## src/rtl/axilite_master_if.sv

```systemverilog
// AXI-Lite bus bundle between an initiator (master) and a remote slave.
// No B channel: writes are posted on this link.
interface axilite_master_if #(
    parameter int ADDR_WIDTH = 15,
    parameter int DATA_WIDTH = 32
);
    logic                      axi_awvalid;
    logic [ADDR_WIDTH-1:0]     axi_awaddr;
    logic                      axi_awready;
    logic                      axi_wvalid;
    logic [DATA_WIDTH-1:0]     axi_wdata;
    logic [DATA_WIDTH/8-1:0]   axi_wstrb;
    logic                      axi_wready;
    logic                      axi_arvalid;
    logic [ADDR_WIDTH-1:0]     axi_araddr;
    logic                      axi_arready;
    logic                      axi_rvalid;
    logic [DATA_WIDTH-1:0]     axi_rdata;
    logic                      axi_rready;

    modport master (
        output axi_awvalid, axi_awaddr,
        input  axi_awready,
        output axi_wvalid, axi_wdata, axi_wstrb,
        input  axi_wready,
        output axi_arvalid, axi_araddr,
        input  axi_arready,
        input  axi_rvalid, axi_rdata,
        output axi_rready
    );

    modport slave (
        input  axi_awvalid, axi_awaddr,
        output axi_awready,
        input  axi_wvalid, axi_wdata, axi_wstrb,
        output axi_wready,
        input  axi_arvalid, axi_araddr,
        output axi_arready,
        output axi_rvalid, axi_rdata,
        input  axi_rready
    );
endinterface

```

## src/rtl/axilite_master.sv

```systemverilog
// AXI-Lite initiator: turns one-cycle backend write/read requests into AXI-Lite
// transactions, with independent write and read engines and completion pulses.
module axilite_master #(
    parameter int ADDR_WIDTH = 15,
    parameter int DATA_WIDTH = 32
) (
    input  logic                      axi_aclk,
    input  logic                      axi_aresetn,
    axilite_master_if.master          axi,
    input  logic                      bk_wstart,
    input  logic [ADDR_WIDTH-1:0]     bk_waddr,
    input  logic [DATA_WIDTH-1:0]     bk_wdata,
    input  logic [DATA_WIDTH/8-1:0]   bk_wstrb,
    output logic                      bk_wready,
    output logic                      bk_wdone,
    input  logic                      bk_rstart,
    input  logic [ADDR_WIDTH-1:0]     bk_raddr,
    output logic                      bk_rready,
    output logic [DATA_WIDTH-1:0]     bk_rdata,
    output logic                      bk_rdone
);
    localparam int STRB_WIDTH = DATA_WIDTH / 8;

    typedef enum logic {
        W_IDLE,
        W_ISSUE
    } w_state_e;

    typedef enum logic [1:0] {
        R_IDLE,
        R_ADDR,
        R_DATA
    } r_state_e;

    w_state_e                w_state_q, w_state_d;
    logic [ADDR_WIDTH-1:0]   awaddr_q, awaddr_d;
    logic [DATA_WIDTH-1:0]   wdata_q, wdata_d;
    logic [STRB_WIDTH-1:0]   wstrb_q, wstrb_d;
    logic                    awvalid_q, awvalid_d;
    logic                    wvalid_q, wvalid_d;
    logic                    aw_done_q, aw_done_d;
    logic                    w_done_q, w_done_d;
    logic                    wdone_q, wdone_d;
    logic                    aw_seen, w_seen;

    r_state_e                r_state_q, r_state_d;
    logic [ADDR_WIDTH-1:0]   araddr_q, araddr_d;
    logic [DATA_WIDTH-1:0]   rdata_q, rdata_d;
    logic                    rdone_q, rdone_d;

    // Write engine state register.
    always_ff @(posedge axi_aclk or negedge axi_aresetn) begin
        if (!axi_aresetn) begin
            w_state_q <= W_IDLE;
            awaddr_q  <= '0;
            wdata_q   <= '0;
            wstrb_q   <= '0;
            awvalid_q <= 1'b0;
            wvalid_q  <= 1'b0;
            aw_done_q <= 1'b0;
            w_done_q  <= 1'b0;
            wdone_q   <= 1'b0;
        end else begin
            w_state_q <= w_state_d;
            awaddr_q  <= awaddr_d;
            wdata_q   <= wdata_d;
            wstrb_q   <= wstrb_d;
            awvalid_q <= awvalid_d;
            wvalid_q  <= wvalid_d;
            aw_done_q <= aw_done_d;
            w_done_q  <= w_done_d;
            wdone_q   <= wdone_d;
        end
    end

    // AW and W retire independently; the transfer completes once both have been seen.
    always_comb begin
        w_state_d = w_state_q;
        awaddr_d  = awaddr_q;
        wdata_d   = wdata_q;
        wstrb_d   = wstrb_q;
        awvalid_d = awvalid_q;
        wvalid_d  = wvalid_q;
        aw_done_d = aw_done_q;
        w_done_d  = w_done_q;
        wdone_d   = 1'b0;
        aw_seen   = aw_done_q | (awvalid_q & axi.axi_awready);
        w_seen    = w_done_q | (wvalid_q & axi.axi_wready);
        case (w_state_q)
            W_IDLE: begin
                if (bk_wstart) begin
                    awaddr_d  = bk_waddr;
                    wdata_d   = bk_wdata;
                    wstrb_d   = bk_wstrb;
                    awvalid_d = 1'b1;
                    wvalid_d  = 1'b1;
                    aw_done_d = 1'b0;
                    w_done_d  = 1'b0;
                    w_state_d = W_ISSUE;
                end
            end
            W_ISSUE: begin
                if (awvalid_q && axi.axi_awready) begin
                    awvalid_d = 1'b0;
                end
                if (wvalid_q && axi.axi_wready) begin
                    wvalid_d = 1'b0;
                end
                aw_done_d = aw_seen;
                w_done_d  = w_seen;
                if (aw_seen && w_seen) begin
                    aw_done_d = 1'b0;
                    w_done_d  = 1'b0;
                    wdone_d   = 1'b1;
                    w_state_d = W_IDLE;
                end
            end
            default: begin
                w_state_d = W_IDLE;
            end
        endcase
    end

    // Write engine outputs.
    always_comb begin
        bk_wready       = (w_state_q == W_IDLE);
        bk_wdone        = wdone_q;
        axi.axi_awvalid = awvalid_q;
        axi.axi_awaddr  = awaddr_q;
        axi.axi_wvalid  = wvalid_q;
        axi.axi_wdata   = wdata_q;
        axi.axi_wstrb   = wstrb_q;
    end

    // Read engine state register.
    always_ff @(posedge axi_aclk or negedge axi_aresetn) begin
        if (!axi_aresetn) begin
            r_state_q <= R_IDLE;
            araddr_q  <= '0;
            rdata_q   <= '0;
            rdone_q   <= 1'b0;
        end else begin
            r_state_q <= r_state_d;
            araddr_q  <= araddr_d;
            rdata_q   <= rdata_d;
            rdone_q   <= rdone_d;
        end
    end

    // Read sequencing: address phase, then data phase; rvalid outside R_DATA is ignored.
    always_comb begin
        r_state_d = r_state_q;
        araddr_d  = araddr_q;
        rdata_d   = rdata_q;
        rdone_d   = 1'b0;
        case (r_state_q)
            R_IDLE: begin
                if (bk_rstart) begin
                    araddr_d  = bk_raddr;
                    r_state_d = R_ADDR;
                end
            end
            R_ADDR: begin
                if (axi.axi_arready) begin
                    r_state_d = R_DATA;
                end
            end
            R_DATA: begin
                if (axi.axi_rvalid) begin
                    rdata_d   = axi.axi_rdata;
                    rdone_d   = 1'b1;
                    r_state_d = R_IDLE;
                end
            end
            default: begin
                r_state_d = R_IDLE;
            end
        endcase
    end

    // Read engine outputs.
    always_comb begin
        bk_rready       = (r_state_q == R_IDLE);
        bk_rdone        = rdone_q;
        bk_rdata        = rdata_q;
        axi.axi_arvalid = (r_state_q == R_ADDR);
        axi.axi_araddr  = araddr_q;
        axi.axi_rready  = (r_state_q == R_DATA);
    end
endmodule

```

## src/flat_wrapper.sv

```systemverilog
// flat-port wrapper written by rule: the top's interface ports become plain ports
module axilite_master_flat 
#(
    parameter int ADDR_WIDTH = 15,
    parameter int DATA_WIDTH = 32
)
  (axi_aclk, axi_aresetn, bk_wstart, bk_waddr, bk_wdata, bk_wstrb, bk_wready, bk_wdone, bk_rstart, bk_raddr, bk_rready, bk_rdata, bk_rdone, axi_axi_awvalid, axi_axi_awaddr, axi_axi_awready, axi_axi_wvalid, axi_axi_wdata, axi_axi_wstrb, axi_axi_wready, axi_axi_arvalid, axi_axi_araddr, axi_axi_arready, axi_axi_rvalid, axi_axi_rdata, axi_axi_rready);
  axilite_master_if #(.ADDR_WIDTH(ADDR_WIDTH), .DATA_WIDTH(DATA_WIDTH)) axi_i ();
  input  logic axi_aclk;
  input  logic axi_aresetn;
  input  logic bk_wstart;
  input  logic [ADDR_WIDTH-1:0] bk_waddr;
  input  logic [DATA_WIDTH-1:0] bk_wdata;
  input  logic [DATA_WIDTH/8-1:0] bk_wstrb;
  output logic bk_wready;
  output logic bk_wdone;
  input  logic bk_rstart;
  input  logic [ADDR_WIDTH-1:0] bk_raddr;
  output logic bk_rready;
  output logic [DATA_WIDTH-1:0] bk_rdata;
  output logic bk_rdone;
  output wire logic [$bits(axi_i.axi_awvalid)-1:0] axi_axi_awvalid;
  output wire logic [$bits(axi_i.axi_awaddr)-1:0] axi_axi_awaddr;
  input wire logic [$bits(axi_i.axi_awready)-1:0] axi_axi_awready;
  output wire logic [$bits(axi_i.axi_wvalid)-1:0] axi_axi_wvalid;
  output wire logic [$bits(axi_i.axi_wdata)-1:0] axi_axi_wdata;
  output wire logic [$bits(axi_i.axi_wstrb)-1:0] axi_axi_wstrb;
  input wire logic [$bits(axi_i.axi_wready)-1:0] axi_axi_wready;
  output wire logic [$bits(axi_i.axi_arvalid)-1:0] axi_axi_arvalid;
  output wire logic [$bits(axi_i.axi_araddr)-1:0] axi_axi_araddr;
  input wire logic [$bits(axi_i.axi_arready)-1:0] axi_axi_arready;
  input wire logic [$bits(axi_i.axi_rvalid)-1:0] axi_axi_rvalid;
  input wire logic [$bits(axi_i.axi_rdata)-1:0] axi_axi_rdata;
  output wire logic [$bits(axi_i.axi_rready)-1:0] axi_axi_rready;
  assign axi_axi_awvalid = axi_i.axi_awvalid;
  assign axi_axi_awaddr = axi_i.axi_awaddr;
  assign axi_i.axi_awready = axi_axi_awready;
  assign axi_axi_wvalid = axi_i.axi_wvalid;
  assign axi_axi_wdata = axi_i.axi_wdata;
  assign axi_axi_wstrb = axi_i.axi_wstrb;
  assign axi_i.axi_wready = axi_axi_wready;
  assign axi_axi_arvalid = axi_i.axi_arvalid;
  assign axi_axi_araddr = axi_i.axi_araddr;
  assign axi_i.axi_arready = axi_axi_arready;
  assign axi_i.axi_rvalid = axi_axi_rvalid;
  assign axi_i.axi_rdata = axi_axi_rdata;
  assign axi_axi_rready = axi_i.axi_rready;
  axilite_master #(.ADDR_WIDTH(ADDR_WIDTH), .DATA_WIDTH(DATA_WIDTH)) u_core (.axi_aclk(axi_aclk), .axi_aresetn(axi_aresetn), .axi(axi_i), .bk_wstart(bk_wstart), .bk_waddr(bk_waddr), .bk_wdata(bk_wdata), .bk_wstrb(bk_wstrb), .bk_wready(bk_wready), .bk_wdone(bk_wdone), .bk_rstart(bk_rstart), .bk_raddr(bk_raddr), .bk_rready(bk_rready), .bk_rdata(bk_rdata), .bk_rdone(bk_rdone));
endmodule
```

## config.mk

```make
export PLATFORM = sky130hd
export DESIGN_NAME = axilite_master_flat
export DESIGN_NICKNAME = d
export VERILOG_FILES = /design/src/rtl/axilite_master_if.sv /design/src/rtl/axilite_master.sv /design/src/flat_wrapper.sv
export SDC_FILE = /design/constraint.sdc
export NUM_CORES = 1
export LEC_CHECK = 0
export BUFFER_PORTS_ARGS = -buffer_cell sky130_fd_sc_hd__buf_2
export CAP_MARGIN = 25
export CORE_MARGIN = 2
export CORE_UTILIZATION = 48
export CTS_CLUSTER_SIZE = 20
export DETAILED_ROUTE_END_ITERATION = 10
export PLACE_DENSITY = 0.89
export SYNTH_ARGS = -nofsm -noshare
export SYNTH_HDL_FRONTEND = slang
export SYNTH_SLANG_ARGS = --single-unit
```

## constraint.sdc

```tcl
create_clock -name axi_aclk -period 2.5 [get_ports axi_aclk]
set_input_delay 0.5 -clock axi_aclk [delete_from_list [all_inputs] [get_ports axi_aclk]]
set_output_delay 0.5 -clock axi_aclk [all_outputs]
set_load 0.05 [all_outputs]
```

## Word-level counts from Yosys, hierarchy flattened

Cells that the tools add are included.

| cells by class | value |
|---|---|
| eq/ne operators | 8 |
| multiplexer cells | 21 |
| bitwise gates (word level) | 5 |
| reduce and logical (&&, ||, !) cells | 10 |

Operators with widths:

| operator | number |
|---|---|
| 1-bit two-way mux | 12 |
| 2-bit inequality test, second input constant | 5 |
| 1-bit case mux with 2 select lines | 5 |
| 2-bit AND reduction | 5 |
| 2-bit two-way mux | 3 |
| 2-bit case mux with 3 select lines | 1 |
| 1-bit logical AND | 3 |
| 3-bit AND reduction | 1 |
| 1-bit bitwise AND | 2 |
| 2-bit by 1-bit == test with 1-bit output, second input constant | 1 |
| 2-bit == test, second input constant | 1 |
| 2-bit logical NOT | 1 |
| 2-bit by 1-bit inequality test with 1-bit output, second input constant | 1 |
| 1-bit bitwise OR | 2 |
| 1-bit NOT | 1 |

| storage, ports and cells | value |
|---|---|
| flip-flop bits (word level) | 107 |
| output and inout bits | 106 |

## Longest topological paths before layout

Gate-level depths: netlist (run 1).

| depth | value |
|---|---|
| word-level depth | 5 |
| gate-level depth with buffers | 5 |
| depth with buffers taken out | 3 |

## Worst setup path after synthesis (run 1)

No wires, ideal clock.

| timing path | value |
|---|---|
| path type | register to register |
| start point | register u_core.r_state_q[1] |
| end point | register u_core.araddr_q[0] (netlist: u_core.axi.axi_araddr[0]) |
| library setup time | 0.125 ns |
| arrival time | 1.867 ns |
| path slack | 0.508 ns |
| stages on the path, launching flop included | 6 |
| buffers on the path | 2 |
| period minus slack after synthesis | 1.992 ns |
| cells stage by stage | dfrtp_1 > nor2_1 > and2_1 > buf_6 > buf_6 > mux2_2 |

| between the ends | value |
|---|---|
| longest elaborated chain between the ends | 2 |

Ends and longest elaborated chain:

| item | RTL line | RTL |
|---|---|---|
| from (decl) | axilite_master.sv:46 | `r_state_e r_state_q, r_state_d;` |
| from (signal assigned) | axilite_master.sv:143 | `r_state_q <= r_state_d;` |
| 2-bit logical NOT | - |  |
| named net bk_rready | flat_wrapper.sv:19 | `output logic bk_rready;` |
| 2-bit AND reduction (no source line) | - |  |
| to (signal assigned) | axilite_master.sv:144 | `araddr_q <= araddr_d;` |
| to (decl) | axilite_master.sv:47 | `logic [ADDR_WIDTH-1:0] araddr_q, araddr_d;` |

The timed path passes the listed nets, and every way through them passes these cells.
A chain may end at the register's enable or synchronous reset.

## Final worst setup path (run 1)

| timing path | value |
|---|---|
| start point | register u_core.r_state_q[1] |
| end point | output axi_axi_arvalid |

| between the ends | value |
|---|---|
| longest elaborated chain between the ends | 1 |

Ends and longest elaborated chain:

| item | RTL line | RTL |
|---|---|---|
| 2-bit by 1-bit == test with 1-bit output | axilite_master.sv:186 | `axi.axi_arvalid = (r_state_q == R_ADDR);` |
| to (decl) | flat_wrapper.sv:29 | `output wire logic [$bits(axi_i.axi_arvalid)-1:0] axi_axi_arvalid;` |

Every way passes these cells.

==> impl_metrics.csv, run 1 <==
group,metric,value,unit
run_status,status,"completed",
die,core,8220,sq um
worst_setup_path,cp_max_fo,3,
grt,antenna_found_initial,0,
die,die_w,95.9,microns
sta,fin_crit,1760,ps
clock_network,clock_path_buffers,2,
grt,grt_pass1_vias,2816,
grt,grt.overflow.total,0,
sta,rsz0062_at_grt,"false",
die,initial_core_util,0.494,
yosys,synth_area_per_cell,16.6,sq um
grt,grt_pass1_wl,12.9,mm
finish,final_nets,564,
worst_setup_path,critPathCaptureType,"primary output",
clock_network,cts_root_buf,"clkbuf_8",
sta,max_freq,568,MHz
sta,setup_viol,0,
die,ios,212,
worst_setup_path,reg2reg_from,"u_core.r_state_q[1]$_DFFE_PN0P_",
flow_run,drv_cap,0,
sta,tns,0,ps
die,rows,33,
clock_network,clock-sinks,107,
clock_network,ctsResizeCount,0,
clock_network,cts_tree,"yes",
yosys,synth-seq-cells,107,
grt,grt_max_degree,55,
grt,grt_usage,0.183,
finish,antennaDiodeCount,0,
clock_network,clk_pin_slew,100,ps
clock_network,cts_htree_levels,3,
yosys,syn_area,4060,sq um
sta,worst_pin_slew,711,ps
finish,num-fill-cells,628,
yosys,synth.net_count,350,
sta,finalCritPeriodShare,0.704,
sta,hold_viol_final,0,
finish,multi_input_area,1240,sq um
worst_setup_path,crit_required,2000,ps
routing,ant_nets,0,
worst_setup_path,crit_start,"u_core.r_state_q[1]$_DFFE_PN0P_",
die,die_area,9200,sq um
routing,drt-initial-drc-count,48,
yosys,yosysTopAreaCell,"dfrtp_1",
yosys,synthArstFlopShare,1.00,
clock_network,cts_setup_buffers,0,
finish,drive_gt1_frac,0.711,
clock_network,cts_buffers,9,
yosys,synthTopCellsByArea,"dfrtp_1 (66%), mux2_2 (27%), buf_6 (1.9%), clkbuf_8 (1.0%), inv_1 (0.65%)",
routing,wl_per_cell,15.0,microns
yosys,yosysSeqAreaShare,0.660,
routing,drtPass1Iterations,4,
yosys,synth_warnings,0,
yosys,ys_types,21,
sta,skew,14.6,ps
yosys,synthFlopType,"dfrtp_1",
place,globalplace.congestion,0.765,
worst_setup_path,crit_arrival,1260,ps
worst_setup_path,setup.worst_path.class,"reg -> out",
routing,num_vias,2755,
clock_network,clk_latency,350,ps
min_path,min_path_type,"in -> async",
die,floorplan.die.height,95.9,microns
place,io_buffers,211,
yosys,synthDominantCellAreaShare,0.660,
finish,register_area,2680,sq um
yosys,synth-edff-count,0,
yosys,syn_inst,244,
worst_setup_path,startpoint_type,"flip-flop",
sta,slew_violations,0,
place,dp_hpwl,6.57,mm
finish,syn_to_final_growth,32.0,%
finish,final_core_util,0.652,
worst_setup_path,r2r_slack,800,ps
routing,routed_wl,8.54,mm
clock_network,hold_buffers,0,
sta,max_slew_margin,0.525,
routing,drcViolationCount,0,
routing,avgViaCountPerCell,4.85,
[stage by stage]
stage	worst slack [ps]	cells	hold WS, ps	area [sq um]
2_1_floorplan	508	244	204	4060
3_3_place_gp	839	552	473	5180
3_5_place_dp	788	552	489	5180
4_1_cts	712	568	146	5360
5_1_grt	671	568	167	5360
6_report	741	568	132	5360
[registers in the layout, indices dropped and copies added (netlist names)]
register	count
u_core.w_state_q	1
u_core.axi.axi_wstrb	4
u_core.r_state_q	2
u_core.bk_rdata	32
u_core.w_done_q	1
u_core.axi.axi_awaddr	15
u_core.bk_wdone	1
u_core.aw_done_q	1
u_core.bk_rdone	1
u_core.axi.axi_wdata	32
u_core.axi.axi_wvalid	1
u_core.axi.axi_awvalid	1
u_core.axi.axi_araddr	15
[worst paths after layout]
path	endpoint	cells after the start
setup / recovery	axi_axi_arvalid	2
hold / removal	u_core.axi.axi_wstrb[0]$_DFFE_PN0P_	1
setup reg to reg	u_core.bk_rdata[21]$_DFFE_PN0P_	3
hold reg to reg	u_core.axi.axi_wdata[5]$_DFFE_PN0P_	1
max in group asynchronous	u_core.axi.axi_awaddr[0]$_DFFE_PN0P_	2
min in group axi_aclk	u_core.axi.axi_wvalid$_DFFE_PN0P_	2
[routing by layer]
metal,share of wire,GRT usage
met5,0,0
met4,0.0082,0.0619
met3,0.083,0.0493
met1,0.38,0.210
met2,0.53,0.328
[cell usage after synthesis, types with 2 or more instances]
library cell and number:
nor2b_1 2, inv_1 7, clkbuf_8 3, o22ai_1 2, mux2_2 98, dfrtp_1 107
a21oi_1 2, nor2_1 4, buf_6 7
[layout by cell type (no fill, tap or decap), types with 2 or more instances in the layout]
cell,count
nor2_1,4
inv_6,2
dfrtp_1,107
clkbuf_1,2
inv_1,7
buf_12,2
clkbuf_8,10
a21oi_1,2
buf_4,2
o22ai_1,2
mux2_2,98
buf_2,210
[worst max-delay path: stages, from the launching register on]
cell,delay (ps)
dfrtp_1,400
nor2b_1,200
buf_2,300
[layout make-up]
type                            instances  share of cell area
Sequential cell                       107               0.500
Multi-Input combinational cell        119               0.231
Timing Repair Buffer                  214               0.206
Clock buffer                           12              0.0271
Tap cell                              105              0.0245
Clock inverter                          4             0.00631
Inverter                                7             0.00491
[cell families after synthesis]
family	share of synthesized area
AO/OA/AOI/OAI	0.0151
buffers and inverters	0.0373
AND/OR/NAND/NOR	0.0157
multiplexers	0.272
flip-flops	0.660
Power of run 1 is left out: the tool's default activity adds up to more than one toggle a clock period on the data nets, which glitch-free logic cannot reach.
==> run 2: changes to the inputs <==
--- a/config.mk
+++ b/config.mk
@@ -8,10 +8,10 @@
 export BUFFER_PORTS_ARGS = -buffer_cell sky130_fd_sc_hd__buf_2
 export CAP_MARGIN = 25
 export CORE_MARGIN = 2
-export CORE_UTILIZATION = 48
+export CORE_UTILIZATION = 45
 export CTS_CLUSTER_SIZE = 20
 export DETAILED_ROUTE_END_ITERATION = 10
-export PLACE_DENSITY = 0.89
+export PLACE_DENSITY = 0.85
 export SYNTH_ARGS = -nofsm -noshare
 export SYNTH_HDL_FRONTEND = slang
 export SYNTH_SLANG_ARGS = --single-unit
==> constraint.sdc (replaced) <==
create_clock -name axi_aclk -period 1.65 [get_ports axi_aclk]
set_input_delay 0.33 -clock axi_aclk [delete_from_list [all_inputs] [get_ports axi_aclk]]
set_output_delay 0.33 -clock axi_aclk [all_outputs]
set_load 0.05 [all_outputs]
==> run 2 against run 1 <==
The run now ends with hold timing left. Clock-buffer cell count fell by 1. Final cell count grew 0.88%. Clock skew decreased by 1.8 ps. Critical path depth stayed put. Highest routed layer unchanged. Hold slack got worse by 150 ps. Cell area is 1.5% higher. Global-route usage shrank 0.58 points. Via count grew 0.15%. Register-to-register slack worse by 610 ps. Non-clock buffer count up 2.
==> impl_metrics.csv, run 2 (synthesis results as in run 1) <==
group,metric,value,unit
die,rows,34,
grt,grt_pass1_vias,2966,
grt,grt_usage,0.177,
worst_setup_path,startpoint_type,"flip-flop",
routing,ant_nets,0,
clock_network,cts_tree,"yes",
clock_network,cts_htree_levels,3,
routing,drt-initial-drc-count,54,
sta,tns,0,ps
grt,grt_max_degree,108,
sta,setup_viol,0,
die,die_area,9790,sq um
routing,routed_wl,8.58,mm
clock_network,clk_pin_slew,100,ps
clock_network,clk_latency,360,ps
worst_setup_path,crit_arrival,1250,ps
finish,final_nets,566,
finish,final_core_util,0.624,
sta,fin_crit,1580,ps
worst_setup_path,r2r_slack,190,ps
die,die_w,99.0,microns
routing,drtPass1Iterations,4,
finish,layoutNonFillerInstCount,573,
finish,drive_gt1_frac,0.718,
die,initial_core_util,0.465,
clock_network,cts_buffers,9,
place,io_buffers,211,
die,ios,212,
place,globalplace.congestion,0.746,
routing,avgViaCountPerCell,4.82,
sta,skew,12.8,ps
finish,final_common_cell,"buf_2",
sta,worst_pin_slew,585,ps
worst_setup_path,reg2reg_from,"u_core.r_state_q[0]$_DFFE_PN0P_",
worst_setup_path,r2r_cells,4,
finish,syn_to_final_growth,34.0,%
worst_setup_path,crit_required,1320,ps
place,place_area,5230,sq um
sta,slew_violations,0,
sta,max_freq,635,MHz
worst_setup_path,critPathCaptureType,"primary output",
place,dp_hpwl,6.50,mm
sta,finalCritPeriodShare,0.955,
sta,max_slew_margin,0.610,
worst_setup_path,reg2reg_to,"u_core.bk_rdata[9]$_DFFE_PN0P_",
sta,hold_ws,-18.2,ps
routing,drcViolationCount,0,
grt,grt.overflow.total,0,
grt,antenna_found_initial,0,
routing,wl_per_cell,15.0,microns
grt,grt_pass1_wl,13.6,mm
die,core,8720,sq um
finish,final_cell_mix,"buf_2 (208), dfrtp_1 (107), mux2_2 (98), clkbuf_8 (10), inv_1 (7)",
finish,design_area,5440,sq um
run_status,status,"finished, violations left",
worst_setup_path,cp_max_fo,3,
clock_network,clock-sinks,107,
clock_network,cts_setup_buffers,0,
sta,hold_viol_final,5,
clock_network,cts_root_buf,"clkbuf_8",
clock_network,clock_path_buffers,2,
routing,num_vias,2759,
min_path,min_path_type,"in -> async",
run_status,failed_checks,"hold timing",
die,floorplan.die.height,99.0,microns
place,numPlacedInstances,557,
flow_run,drv_cap,0,
finish,antennaDiodeCount,0,
worst_setup_path,setup.worst_path.class,"reg -> out",
==> run 2: worst max-delay path by stage <==
stage	slack [ps]	end	startpoint	depth (start not counted)
2_1_floorplan	70	u_core.axi.axi_araddr[0]$_DFFE_PN0P_	u_core.r_state_q[1]$_DFFE_PN0P_	5
5_1_grt	-3	axi_axi_rready	u_core.r_state_q[0]$_DFFE_PN0P_	2
6_report	70	axi_axi_rready	u_core.r_state_q[0]$_DFFE_PN0P_	2
4_1_cts	40	axi_axi_arvalid	u_core.r_state_q[0]$_DFFE_PN0P_	2
3_5_place_dp	240	u_core.bk_rdata[7]$_DFFE_PN0P_	u_core.r_state_q[1]$_DFFE_PN0P_	4
3_3_place_gp	270	u_core.bk_rdata[8]$_DFFE_PN0P_	u_core.r_state_q[0]$_DFFE_PN0P_	4
==> run 2: worst max-delay path, cell delays in order (launching register included) <==
cell and delay, ps:
dfrtp_1 430, and2b_2 260, buf_4 200
==> run 2: through the flow <==
step | worst slack (ps) | hold slack (ps)
2_1_floorplan | 68.6 | 34.4
3_3_place_gp | 273 | 435
3_5_place_dp | 236 | 446
4_1_cts | 42.5 | 45.0
5_1_grt | -3.45 | 57.0
6_report | 74.8 | -18.2
==> run 2: area by class of cell <==
type                    instances  area (sq um)
clock buffers                  11           141
clock inverters                 5          61.3
fillers                       675          3280
inverters                       7          26.3
multi-input cells             119          1250
flip-flops and latches        107          2680
well taps                     108           135
repair buffers                216          1150
==> run 2: metal layers <==
layer / share of wire / vias to the layer above / track usage
met2: 0.52 / 131 / 0.313
met3: 0.084 / 18 / 0.0553
li1: - / 1276 / -
met5: 0 / - / 0
met4: 0.023 / 0 / 0.0801
met1: 0.37 / 1334 / 0.193
==> run 2: timing repair <==
item / 4_1_cts / 5_1_grt
gates resized for setup: 2 / 1
setup endpoints to repair: 2 / 1
hold buffers: 0 / 0
Power of run 2 is left out for the same reason.
